$ cat config.mk
export PLATFORM = sky130hd
export DESIGN_NAME = rom_port_arbiter
export DESIGN_NICKNAME = d
export VERILOG_FILES = /design/src/rtl/rom_port_arbiter.sv
export SDC_FILE = /design/constraint.sdc
export NUM_CORES = 1
export LEC_CHECK = 0
export BUFFER_PORTS_ARGS = -buffer_cell sky130_fd_sc_hd__clkbuf_2
export CAP_MARGIN = 5
export CORE_MARGIN = 2
export CORE_UTILIZATION = 40
export CTS_CLUSTER_DIAMETER = 50
export DETAILED_ROUTE_END_ITERATION = 12
export GPL_ROUTABILITY_DRIVEN = 0
export PLACE_DENSITY = 0.75
export REMOVE_ABC_BUFFERS = 1
export SYNTH_ARGS = -nofsm -noshare
export SYNTH_HDL_FRONTEND = slang
export SYNTH_SLANG_ARGS = --single-unit
$ cat constraint.sdc
create_clock -name clk -period 1.84 [get_ports clk]
set_input_delay 0.276 -clock clk [delete_from_list [all_inputs] [get_ports clk]]
set_output_delay 0.276 -clock clk [all_outputs]
set_load 0.05 [all_outputs]
$ cat src/rtl/rom_port_arbiter.sv
// rom_port_arbiter: shares the 4-byte-wide boot/program ROM between the
// instruction fetch port (F) and the data load port (D).
// One transaction per grant: latch request, issue one ROM read, capture the
// registered ROM bytes and return a little-endian word with valid/err.
// Build option: define ROM_ARB_RR_EN for round-robin arbitration on a tie;
// without it port D has fixed priority and no pointer register exists.
module rom_port_arbiter #(
    parameter logic [15:0] ROM_BASE  = 16'h8000,
    parameter int unsigned READ_SIZE = 3
) (
    input  logic        clk,
    input  logic        rst_n,

    input  logic        f_req,
    input  logic [15:0] f_addr,
    output logic        f_ack,
    output logic        f_valid,
    output logic        f_err,

    input  logic        d_req,
    input  logic [15:0] d_addr,
    output logic        d_ack,
    output logic        d_valid,
    output logic        d_err,

    output logic [31:0] rsp_data,

    output logic [15:0] rom_a,
    output logic        rom_re,
    input  logic [7:0]  rom_q0,
    input  logic [7:0]  rom_q1,
    input  logic [7:0]  rom_q2,
    input  logic [7:0]  rom_q3,

    output logic        busy
);

    localparam int unsigned AW = 16;
    localparam int unsigned DW = 32;

    // Highest start address whose last byte still lies inside the ROM.
    localparam logic [AW-1:0] ROM_TOP = 16'hFFFF - AW'(READ_SIZE);

    typedef enum logic [1:0] {
        IDLE    = 2'd0,
        READ    = 2'd1,
        CAPTURE = 2'd2
    } state_t;

    state_t        state;
    logic [AW-1:0] addr_r;
    logic          err_r;
    logic          grant_d;
    // ROM bytes become valid one cycle after CAPTURE; this flag marks that cycle.
    logic          cap_pend;

`ifdef ROM_ARB_RR_EN
    // Tie-break pointer: 1 favours D, 0 favours F.
    logic          prefer_d;
`endif

    logic          any_req_c;
    logic          pick_d_c;
    logic [AW-1:0] sel_addr_c;
    logic          in_range_c;

    // Arbitration and range check of the request presented in IDLE.
    always_comb begin
        any_req_c = f_req | d_req;
`ifdef ROM_ARB_RR_EN
        pick_d_c  = d_req & (~f_req | prefer_d);
`else
        pick_d_c  = d_req;
`endif
        sel_addr_c = pick_d_c ? d_addr : f_addr;
        in_range_c = (sel_addr_c >= ROM_BASE) && (sel_addr_c <= ROM_TOP);
    end

    // Transaction sequencer with registered outputs.
    always_ff @(posedge clk or negedge rst_n) begin
        if (!rst_n) begin
            state    <= IDLE;
            addr_r   <= '0;
            err_r    <= 1'b0;
            grant_d  <= 1'b0;
            cap_pend <= 1'b0;
            f_ack    <= 1'b0;
            f_valid  <= 1'b0;
            f_err    <= 1'b0;
            d_ack    <= 1'b0;
            d_valid  <= 1'b0;
            d_err    <= 1'b0;
            rom_re   <= 1'b0;
            rom_a    <= '0;
            rsp_data <= '0;
            busy     <= 1'b0;
`ifdef ROM_ARB_RR_EN
            prefer_d <= 1'b0;
`endif
        end else begin
            // Single-cycle pulses default low.
            f_ack    <= 1'b0;
            d_ack    <= 1'b0;
            f_valid  <= 1'b0;
            d_valid  <= 1'b0;
            f_err    <= 1'b0;
            d_err    <= 1'b0;
            rom_re   <= 1'b0;
            cap_pend <= 1'b0;

            // Response for the previous transaction; overlaps the next IDLE.
            if (cap_pend) begin
                rsp_data <= err_r ? DW'(0) : {rom_q3, rom_q2, rom_q1, rom_q0};
                f_valid  <= ~grant_d;
                d_valid  <= grant_d;
                f_err    <= ~grant_d & err_r;
                d_err    <= grant_d & err_r;
            end

            case (state)
                IDLE: begin
                    busy <= any_req_c;
                    if (any_req_c) begin
                        grant_d <= pick_d_c;
                        addr_r  <= sel_addr_c;
                        err_r   <= ~in_range_c;
                        f_ack   <= ~pick_d_c;
                        d_ack   <= pick_d_c;
                        state   <= READ;
`ifdef ROM_ARB_RR_EN
                        prefer_d <= ~pick_d_c;
`endif
                    end
                end
                READ: begin
                    // Out-of-range requests never touch the ROM.
                    rom_a  <= addr_r;
                    rom_re <= ~err_r;
                    busy   <= 1'b1;
                    state  <= CAPTURE;
                end
                CAPTURE: begin
                    cap_pend <= 1'b1;
                    busy     <= 1'b0;
                    state    <= IDLE;
                end
                default: begin
                    busy  <= 1'b0;
                    state <= IDLE;
                end
            endcase
        end
    end

endmodule

==> reports/metrics.yaml, run 1 <==
outcome:
  status: "finished, final reports clean"
floorplanning:
  core-area_um2: 7807
  die_h_um: 94.37
  io_pins: 124
  rows: 32
  die-area_um2: 8906
  start_util_pct: 41.84
  die_w_um: 94.37
timing:
  fmax_ghz: 0.7096
  skew_ns: 0.008933
  setup_viol: 0
  setup_ws_ns: 0.4308
  rsz0062_at_grt: "no"
  hold_violations: 0
  finalCritPeriodShare_pct: 76.59
  period_needed_ns: 1.409
  slew_headroom_pct: 63.62
  slew_viol_final: 0
  setup_tns_ns: 0
  tightestPinTransition_ns: 0.5457
grt:
  antenna_found_initial: 0
  grt_first_pass_wirelength_um: 10870
  grtUsageTotal_pct: 15.76
  grt_pass1_vias: 2263
  grt_max_degree: 69
  grt.overflow.total: 0
synth:
  synth_ff_type: "dfrtp_1"
  syn_inst: 294
  postSynthAreaPerCell_um2: 11.11
  netlist_area_um2: 3267
  yosysUniqueCellTypes: 27
  ys_top_cells_by_area: "dfrtp_1, nand3b_1, o21ai_0"
  yosysTopAreaCellShare_pct: 58.98
  yosysTopAreaCell: "dfrtp_1"
  ys_seq_area_share_pct: 58.98
  ys_warn_count: 0
  synth.most_common_cell: "dfrtp_1"
  yosys-top-cells-count: "dfrtp_1, o21ai_0, inv_1"
  synthArstFlopShare_pct: 100.0
  ys_seq_elements: 77
  synth-edff-count: 0
cts:
  path_clk_slew_ns: 0.07
  cts_made_buffers: 9
  cts-root-buf: "clkbuf_8"
  post_cts_buffers: 0
  cts_tree: "yes"
  ctsLongestPathBuffers: 2
  clock-sinks: 77
  clk_latency_ns: 0.33
  htree_levels: 3
route:
  top_layer: "met4"
  wl_um: 6919
  wl_met2_um: 2820
  ant_nets: 0
  vias: 2546
  wl_met1_um: 3410
  route.detailed.drc: 0
  dr.pass1.iters: 4
  drt-initial-drc-count: 57
  wl_per_cell_um: 13.20
  route.met3.wl_um: 599
  via_per_inst: 4.859
layout:
  antenna_cells: 0
  area_delta_synth_final_pct: 27.19
  nets: 487
  drive_above_1_share_pct: 38.39
placement:
  dp_slack_ns: 0.4501
  hpwlAfterDp_um: 5078
  io_buffers: 123
pwr:
  ir_drop_mv: 1.055
  powerDensity_nw_per_um2: 1875
  finalPower_w: 0.007789
  p_leak_nw: 2.076
setup_path:
  criticalPathCategory: "register to register"
  worstPathMaxFanout: 18
  critPathRequiredTime_ns: 2.06
  arrival_ns: 1.63
  cp-end-kind: "register"
  startpoint_type: "register"
flow_run:
  cap_violations: 0
worst_hold_path:
  hp-class: "input pin to register"
power by group:
| group | internal [W] | total, W | switching, W |
|---|---|---|---|
| sequential | 0.00240 | 0.00283 | 0.000424 |
| clock | 0.000505 | 0.00106 | 0.000551 |
| combinational | 0.00118 | 0.00391 | 0.00273 |
per-layer routing:
layer	track usage [%]	vias up
met3	4.150	9
met2	22.44	123
li1	-	1229
met1	23.26	1185
met4	5.556	0
met5	0	-
registers in the layout, indices dropped and copies added, names as in the netlist:
register and flops:
rom_re 1, rom_a 16, d_ack 1, f_valid 1
rsp_data 32, cap_pend 1, err_r 1, f_ack 1
state 2, busy 1, grant_d 1, d_valid 1
f_err 1, addr_r 16, d_err 1
kinds of logic after synthesis:
family                 after synthesis  share of synthesized area, %
AOI/OAI and AO/OA                   52                         8.196
buffers and inverters               50                         6.932
DFF                                 77                         58.98
muxes                               30                         10.72
and+or+nand+nor                     85                         15.17
final cells by class:
type	instances	area [um2]
well taps	102	127.6
clock inverters	3	15.01
flip-flops and latches	77	1928
repair buffers	131	705.7
fillers	691	3652
inverters	33	123.9
clock buffers	11	141.4
multi-input cells	167	1114
per-stage QoR:
stage,cells,hold WS [ns],instance area (um2),utilization (%)
after floorplan,277,-0.01959,3164,-
after global placement,509,0.2736,3989,51.09
after detailed placement,509,0.2789,3989,51.09
after CTS,524,0.1656,4155,53.22
after global routing,524,0.1783,4155,53.22
final,524,0.1789,4155,53.22
critical path, stage by stage, from the launching register on:
cell      delay, ns
dfrtp_1        0.49
nand2b_1       0.14
buf_4          0.27
mux2_2         0.38
timing repair:
action                                  4_1_cts  5_1_grt
endpoints found under the hold margin        37        0
hold buffers                                  1        0
endpoints found under the setup margin        0        0
resized for setup                             0        0
worst paths after layout:
path                                      startpoint                  endpoint  slack [ns]  cells after the start
max in group asynchronous                      rst_n     addr_r[7]$_DFFE_PN0P_        0.81                      3
min in group asynchronous                      rst_n   rsp_data[2]$_DFFE_PN0P_        0.45                      2
worst min register to register   grant_d$_DFFE_PN0P_           f_err$_DFF_PN0_        0.51                      1
worst max-delay path            state[1]$_DFFE_PN0P_      rom_a[5]$_DFFE_PN0N_        0.43                      3
worst max register to register  state[1]$_DFFE_PN0P_      rom_a[5]$_DFFE_PN0N_        0.43                      3
worst min-delay path                       rom_q2[7]  rsp_data[23]$_DFFE_PN0P_        0.18                      3
placed cells by master (no fill, tap or decap):
| master | n |
|---|---|
| clkbuf_2 | 122 |
| dfrtp_1 | 76 |
| o21ai_0 | 34 |
| inv_1 | 33 |
| nand3b_1 | 32 |
| nor2_1 | 27 |
| mux2i_1 | 14 |
| a21oi_1 | 13 |
| clkbuf_8 | 10 |
| mux2_4 | 8 |
| mux2_2 | 8 |
| nand3_1 | 6 |
| buf_4 | 6 |
| nand2_1 | 5 |
| nand2b_1 | 4 |
| nor3_1 | 3 |
| a31oi_1 | 3 |
| clkinv_2 | 3 |
| and2_1 | 2 |
| buf_12 | 2 |
| and2b_2 | 1 |
| nor4b_1 | 1 |
| and3_1 | 1 |
| nor2b_1 | 1 |
| nor3_4 | 1 |
| o22ai_1 | 1 |
| nor4_1 | 1 |
| a21o_1 | 1 |
| dfrtp_2 | 1 |
| clkbuf_1 | 1 |
| dlygate4sd3_1 | 1 |
No activity file was read; power rests on OpenSTA's default activity.
==> run 2: changes to the inputs <==
- clock period: 1.84 -> 1.35 ns (I/O delays scaled with it)
==> reports/metrics.yaml, run 2 (same netlist as run 1, synthesis figures left out) <==
layout:
  antenna_cells: 0
  final_cell_mix: "clkbuf_2, dfrtp_1, o21ai_0"
  final_common_cell: "clkbuf_2"
  area_delta_synth_final_pct: 32.82
  drive_above_1_share_pct: 40.09
  fill_cells: 685
  largestRegisters: "rsp_data (32), addr_r (16), rom_a (16)"
  largest_reg_flops: 32
  nets: 492
  top_register: "rsp_data"
outcome:
  status: "finished, final reports clean"
setup_path:
  slowest_stage: "dfrtp_2"
  worstPathMaxFanout: 23
  startpoint: "state[1]$_DFFE_PN0P_"
  critPathRequiredTime_ns: 1.61
  startpoint_type: "register"
  cp-end-kind: "register"
  cp_cell_sequence: "nor3_4 -> buf_12 -> nor2_1 -> a31oi_1"
  reg2reg_depth: 4
  arrival_ns: 1.54
  crit_path_max_incr_delay_ns: 0.46
  r2r-start: "state[1]$_DFFE_PN0P_"
  criticalPathCategory: "register to register"
route:
  dr.pass1.iters: 4
  wl_per_cell_um: 12.83
  route.detailed.drc: 0
  vias: 2488
  via_per_inst: 4.685
  ant_nets: 0
  drt-initial-drc-count: 54
  wl_um: 6814
cts:
  cts_made_buffers: 9
  htree_levels: 3
  clock-sinks: 77
  path_clk_slew_ns: 0.08
  ctsLongestPathBuffers: 2
  clk_latency_ns: 0.34
  cts_tree: "yes"
  cts-root-buf: "clkbuf_8"
flow_run:
  cap_violations: 0
floorplanning:
  die-area_um2: 8906
  io_pins: 124
  die_h_um: 94.37
  core-area_um2: 7807
  die_w_um: 94.37
  rows: 32
  start_util_pct: 41.84
grt:
  grt_first_pass_wirelength_um: 11050
  grt_pass1_vias: 2408
  antenna_found_initial: 0
  grt.overflow.total: 0
  grtUsageTotal_pct: 16.14
  grt_max_degree: 77
pwr:
  finalPower_w: 0.01151
  ir_drop_mv: 1.244
  powerDensity_nw_per_um2: 2653
  p_leak_nw: 2.156
timing:
  hold_violations: 0
  whs_ns: 0.09876
  period_needed_ns: 1.276
  skew_ns: 0.008252
  rsz0062_at_grt: "no"
  setup_viol: 0
  slew_viol_final: 0
  tightestPinTransition_ns: 0.3946
  finalCritPeriodShare_pct: 94.55
  slew_headroom_pct: 73.70
  fmax_ghz: 0.7835
placement:
  io_buffers: 123
  hpwlAfterDp_um: 4953
worst_hold_path:
  hold_depth: 3
  hp-class: "input pin to register"
  hp-start: "rom_q0[7]"
==> run 2: cell count changes in the layout (fill, tap and decap cells not counted), sizes merged <==
| cell | previous run | this run |
|---|---|---|
| clkbuf | 133 | 135 |
| clkinv | 3 | 0 |
| bufinv | 0 | 3 |
| buf | 8 | 13 |
==> run 2: stage by stage <==
stage	area [um2]	utilization, %	setup TNS [ns]	instances	worst slack [ns]
global route	4339	55.58	0	531	0.002614
global placement	4056	51.96	0	513	0.06605
detailed placement	4056	51.96	0	513	0.02179
floorplan	3164	-	-10.87	277	-0.2609
CTS	4325	55.40	0	530	0.01126
finish	4339	55.58	0	531	0.07364
==> run 2: final timing paths <==
path / slack (ns) / end
setup / recovery: 0.07 / addr_r[13]$_DFFE_PN0P_
max in group asynchronous: 0.56 / cap_pend$_DFF_PN0_
min in group asynchronous: 0.21 / rsp_data[7]$_DFFE_PN0P_
setup reg to reg: 0.07 / addr_r[13]$_DFFE_PN0P_
hold / removal: 0.1 / rsp_data[7]$_DFFE_PN0P_
hold reg to reg: 0.50 / f_err$_DFF_PN0_
==> run 2: layout make-up <==
class,count,area [um2],area share (%)
Multi-Input combinational cell,167,1117,25.75
Sequential cell,77,1931,44.49
Tap cell,102,127.6,2.941
Timing Repair Buffer,136,780.7,17.99
Clock buffer,13,168.9,3.893
Clock inverter,3,90.09,2.076
Inverter,33,123.9,2.855
==> run 2: routing by layer <==
metal,wire (um),global-route usage [%]
met1,3190,21.16
met2,2825,25.06
met3,687,5.507
met4,110,5.797
met5,0,0
==> run 2: repair_timing <==
item,CTS,global route
hold buffers,1,0
setup buffers,0,1
endpoints found under the hold margin,77,0
endpoints found under the setup margin,0,30
resized for setup,0,3
==> run 2: worst max-delay path: cells and delay by family, from the launching register on <==
family	cells	cell delay (ns)
DFF	1	0.46
and+or+nand+nor	2	0.39
buffers and inverters	1	0.20
AOI/OAI and AO/OA	1	0.14
==> run 2: where the power goes <==
group | total [W] | switching, W | internal, W
Combinational | 0.00552 | 0.00375 | 0.00177
Clock | 0.00215 | 0.000771 | 0.00138
Sequential | 0.00384 | 0.000560 | 0.00328
